## src/rtl/srlzr_tx_sched.sv

```systemverilog
// Round-robin scheduler for a shared LSB-first PISO serializer: arbitrates
// parallel-word requesters, then sequences load/shift strobes and an idle gap.
module srlzr_tx_sched #(
   parameter int DATA_WIDTH   = 8,
   parameter int NUM_REQ      = 4,
   parameter int CLKS_PER_BIT = 16,
   parameter int GAP_BITS     = 1
) (
   input  logic                          clk,
   input  logic                          rst,
   input  logic [NUM_REQ-1:0]            req_valid,
   input  logic [NUM_REQ*DATA_WIDTH-1:0] req_data,
   output logic [NUM_REQ-1:0]            req_ready,
   output logic [DATA_WIDTH-1:0]         srl_data,
   output logic                          srl_load,
   output logic                          srl_shift,
   output logic [$clog2(NUM_REQ)-1:0]    grant_id,
   output logic [$clog2(DATA_WIDTH)-1:0] bit_idx,
   output logic                          tx_active,
   output logic                          frame_done
);

   localparam int ID_W       = $clog2(NUM_REQ);
   localparam int BIT_W      = $clog2(DATA_WIDTH);
   localparam int CB_W       = $clog2(CLKS_PER_BIT);
   localparam int GAP_CYCLES = GAP_BITS * CLKS_PER_BIT;
   localparam int GAP_W      = (GAP_CYCLES > 1) ? $clog2(GAP_CYCLES) : 1;

   localparam logic [CB_W-1:0]  BAUD_LAST   = CB_W'(CLKS_PER_BIT - 1);
   localparam logic [BIT_W-1:0] BIT_LAST    = BIT_W'(DATA_WIDTH - 1);
   localparam logic [GAP_W-1:0] GAP_LAST    = GAP_W'((GAP_CYCLES > 0) ? GAP_CYCLES - 1 : 0);
   localparam logic [ID_W-1:0]  PTR_INIT    = ID_W'(NUM_REQ - 1);
   localparam logic [ID_W:0]    NUM_REQ_EXT = (ID_W + 1)'(NUM_REQ);

   typedef enum logic [1:0] {
      IDLE,
      LOAD,
      SHIFT,
      GAP
   } state_t;

   state_t                state_reg;
   state_t                state_next;
   logic [ID_W-1:0]       last_grant_reg;
   logic [ID_W-1:0]       grant_id_reg;
   logic [DATA_WIDTH-1:0] word_reg;
   logic [CB_W-1:0]       baud_cnt_reg;
   logic [BIT_W-1:0]      bit_idx_reg;
   logic [GAP_W-1:0]      gap_cnt_reg;

   logic [DATA_WIDTH-1:0] words [NUM_REQ];
   logic [ID_W:0]         cand;
   logic [ID_W-1:0]       win_idx;
   logic                  found;
   logic                  accept;
   logic                  baud_last;
   logic                  bit_last;
   logic                  gap_last;

   generate
      for (genvar gi = 0; gi < NUM_REQ; gi++) begin : g_words
         assign words[gi] = req_data[gi*DATA_WIDTH +: DATA_WIDTH];
      end
   endgenerate

   // Search starts one past the previous winner and wraps, so the most
   // recently served requester always has the lowest priority.
   always_comb begin
      found   = 1'b0;
      win_idx = '0;
      cand    = '0;
      for (int i = 1; i <= NUM_REQ; i++) begin
         cand = {1'b0, last_grant_reg} + (ID_W + 1)'(i);
         if (cand >= NUM_REQ_EXT) begin
            cand = cand - NUM_REQ_EXT;
         end
         if (!found && req_valid[cand[ID_W-1:0]]) begin
            found   = 1'b1;
            win_idx = cand[ID_W-1:0];
         end
      end
   end

   assign accept    = (state_reg == IDLE) && found && !rst;
   assign req_ready = accept ? (NUM_REQ'(1) << win_idx) : '0;

   assign baud_last = (baud_cnt_reg == BAUD_LAST);
   assign bit_last  = (bit_idx_reg == BIT_LAST);
   assign gap_last  = (gap_cnt_reg == GAP_LAST);

   always_comb begin
      state_next = state_reg;
      srl_load   = 1'b0;
      srl_shift  = 1'b0;
      tx_active  = 1'b0;
      frame_done = 1'b0;
      case (state_reg)
         IDLE: begin
            if (accept) begin
               state_next = LOAD;
            end
         end
         LOAD: begin
            srl_load   = 1'b1;
            tx_active  = 1'b1;
            state_next = SHIFT;
         end
         SHIFT: begin
            tx_active = 1'b1;
            if (baud_last) begin
               // The last bit period ends without a shift: the serializer
               // would otherwise present a stale bit after the frame.
               if (!bit_last) begin
                  srl_shift = 1'b1;
               end else begin
                  frame_done = 1'b1;
                  state_next = (GAP_CYCLES > 0) ? GAP : IDLE;
               end
            end
         end
         GAP: begin
            if (gap_last) begin
               state_next = IDLE;
            end
         end
         default: state_next = IDLE;
      endcase
   end

   always_ff @(posedge clk) begin
      if (rst) begin
         state_reg      <= IDLE;
         last_grant_reg <= PTR_INIT;
         grant_id_reg   <= '0;
         word_reg       <= '0;
         baud_cnt_reg   <= '0;
         bit_idx_reg    <= '0;
         gap_cnt_reg    <= '0;
      end else begin
         state_reg <= state_next;
         case (state_reg)
            IDLE: begin
               if (accept) begin
                  last_grant_reg <= win_idx;
                  grant_id_reg   <= win_idx;
                  word_reg       <= words[win_idx];
                  bit_idx_reg    <= '0;
               end
            end
            LOAD: begin
               baud_cnt_reg <= '0;
               bit_idx_reg  <= '0;
            end
            SHIFT: begin
               gap_cnt_reg <= '0;
               if (baud_last) begin
                  baud_cnt_reg <= '0;
                  if (!bit_last) begin
                     bit_idx_reg <= bit_idx_reg + 1'b1;
                  end
               end else begin
                  baud_cnt_reg <= baud_cnt_reg + 1'b1;
               end
            end
            GAP: begin
               gap_cnt_reg <= gap_cnt_reg + 1'b1;
            end
            default: ;
         endcase
      end
   end

   assign srl_data = word_reg;
   assign grant_id = grant_id_reg;
   assign bit_idx  = bit_idx_reg;

endmodule

```

## config.mk

```make
export PLATFORM = sky130hd
export DESIGN_NAME = srlzr_tx_sched
export DESIGN_NICKNAME = d
export VERILOG_FILES = /design/src/rtl/srlzr_tx_sched.sv
export SDC_FILE = /design/constraint.sdc
export NUM_CORES = 1
export LEC_CHECK = 0
export ABC_CLOCK_PERIOD_IN_PS = 2000
export CORE_ASPECT_RATIO = 1.4
export CORE_MARGIN = 2
export CORE_UTILIZATION = 40
export CTS_CLUSTER_DIAMETER = 80
export CTS_CLUSTER_SIZE = 20
export DETAILED_ROUTE_END_ITERATION = 10
export GPL_TIMING_DRIVEN = 0
export PLACE_DENSITY = 0.77
export SLEW_MARGIN = 10
export SYNTH_ARGS = -nofsm -noshare
export SYNTH_HDL_FRONTEND = slang
export SYNTH_SLANG_ARGS = --single-unit
```

## constraint.sdc

```tcl
create_clock -name clk -period 2 [get_ports clk]
set_clock_uncertainty 0.05 [all_clocks]
set_input_delay 0.5 -clock clk [delete_from_list [all_inputs] [get_ports clk]]
set_output_delay 0.5 -clock clk [all_outputs]
set_load 0.05 [all_outputs]
```

==> out/metrics.cfg <==
[run_status]
status=finished, violations left
failed_checks=negative setup slack

[placed_design]
finalWeightedCongestion=0.782
place_ws_ps=-1390
numPortBuffers=58
dp_hpwl_um=2990

[floorplan]
io_pins=59
fp.dieH_um=77.6
die_x_um=56.6
dieArea_mm2=0.00439
core_mm2=0.00368
start_util_pct=42.1
core.rowCount=26

[sta]
rsz0062_at_grt=yes
setup_tns_ps=-691
whs_ps=408
maxSlewHeadroom_pct=63.1
min_period_over_period_pct=111
max_slew.worst_pin.slew_ps=551
hold_violations=0
setup_ws_ps=-210
clock.fmax_mhz=452
fin_crit_ps=2210
setup_viol=4
drv_slew=0

[detailed_routing]
finalWirelength_um=4290
ant_nets=0
vias=1555
drc=0
drtPass1Iterations=4
viasPerCell=5.33
drtIter0Drc=52
wire_per_inst_um=14.7

[global_routing]
first_global_vias=1559
grt_max_degree=14
track_usage_pct=20.2
antenna_found_initial=0
grt_pass1_wl_um=7230
grt-ovfl-total=0

[worst_setup_path]
arrival_ps=1660
crit_fanout=6
crit_slowest_cell=a311o_1
cp.buffers_inverters=3
path_cells=buf_8, o211ai_2, o21ai_1, a311o_1, buf_6, and3b_2, buf_8
worstSetupEndpointType=output pin
crit_path_start=req_valid[0]
cp_data_required_time_ps=1450
r2r-start=last_grant_reg[1]
cpMostUsedCell=buf_8
max_stage_delay_ps=300
critPathTopFamily=compound AO/OA/AOI/OAI gates
critPathLaunchType=input port
critical_path_class=in -> out

[yosys]
synth_nets=222
synth-edff-count=0
ys_ff_latch=25
avgSynthCellArea_um2=8.84
syn_area_mm2=0.00155
synth.distinct_cells=41
async_flop_share_pct=0
ys.flop_type=dfxtp_1
ys_seq_area_share_pct=32.4
synth_warnings=0
netlist_instances=175

[cells_and_area]
multi_input_area_mm2=0.00108
seq_area_um2=514
insertedDiodeCount=0
nets=298
drive_gt1_share_pct=28.0
final_common_cell=clkdlybuf4s50_1
largest_register_ff_count=8
n_fill_cell=292
mostFrequentLayoutCells=38 x clkdlybuf4s50_1, 20 x dfxtp_1, 15 x nor2_1
synthToLayoutAreaGrowth_pct=63.4

[power]
peakVddDrop_mv=1.54
leakagePower_nw=1.11
power_frac_comb_pct=67.4
powerDensity_mw_per_mm2=1270
total_power_mw=3.21
clkPwrFrac_pct=9.3
pwr-share-seq_pct=23.4
switching_share_pct=45.7
p_int_mw=1.74
switchingPower_mw=1.47

[cts]
cts_tree=built
root_buffer=clkbuf_8
cts.sinks=25
clk_path_buf_depth=2
path_clk_slew_ps=80
cts_buffers=3
clk_latency_ps=260
htreeDepth=1

[flow_run]
drv_cap=0

[min_path]
hp-start=grant_id[1]
min_path_type=reg -> reg

[through the flow]
step           utilization (%)  instances  instance area, um2
2_1_floorplan                -        175                1600
3_3_place_gp              60.8        275                2230
3_5_place_dp              60.8        275                2230
4_1_cts                   67.1        289                2470
5_1_grt                   68.8        292                2530
6_report                  68.8        292                2530
[worst register-to-register path, stage by stage, from the launching register on]
cell and delay (ps):
dfxtp_4 390, nand2_1 50, a311o_1 370, buf_6 150, buf_4 150, mux2_4 300
a221o_1 320
[worst paths after layout]
check,endpoint,slack (ps),cells after the start
setup / recovery,req_ready[3],-210,7
hold / removal,grant_id[1],410,2
hold reg to reg,grant_id[1],410,2
setup reg to reg,srl_data[3],110,6
[power by group through the flow]
stage          clock (mW)  sequential (mW)  combinational, mW
2_1_floorplan           0             1.04               1.06
3_3_place_gp            0            0.716               1.87
3_5_place_dp            0            0.722               1.89
4_1_cts             0.305            0.742               2.09
5_1_grt             0.321            0.773               2.31
6_report            0.297            0.750               2.16
[synthesized netlist by cell type (3+ instances only)]
library cell | n | area (um2)
mux2i_1 | 4 | 40.0
nand2b_1 | 4 | 25.0
nor3b_1 | 9 | 67.6
mux2_1 | 8 | 90.1
clkbuf_1 | 6 | 22.5
a221o_1 | 8 | 80.1
buf_2 | 3 | 15.0
nor2_1 | 19 | 71.3
a21oi_1 | 12 | 60.1
nor3_1 | 3 | 15.0
inv_1 | 5 | 18.8
dfxtp_1 | 25 | 500
mux2_4 | 6 | 90.1
nand3_1 | 6 | 30.0
ha_1 | 9 | 113
nand2_1 | 13 | 48.8
o21ai_0 | 6 | 30.0
[final cells by class]
class                   count  area share [%]
repair buffers             74            29.6
inverters                   5           0.941
multi-input cells         134            42.9
flip-flops and latches     25            20.3
plain buffers               8            2.33
well taps                  42            2.08
clock buffers               4            1.78
[what timing repair did]
action	in CTS	in global routing
endpoints found under the setup margin	31	18
setup buffers	13	5
resized for setup	103	16
pin swaps	9	10
hold buffers	0	0
[logic make-up (layout without fill, tap and decap cells)]
group / count (synthesis) / in the layout / synth area share, %
buf+inv: 16 / 91 / 4.61
fa+ha+maj: 9 / 9 / 7.28
flops: 25 / 25 / 32.4
mux: 20 / 20 / 15.7
compound gates: 37 / 37 / 17.0
simple gates: 68 / 68 / 23.1
[metal layers]
layer	wire [um]	global-route usage (%)	up-vias
li1	-	-	783
met1	1660	22.5	735
met2	2400	38.7	31
met3	143	2.67	6
met4	82	5.71	0
met5	0	0	-
Power figures use the tool's default switching activity.
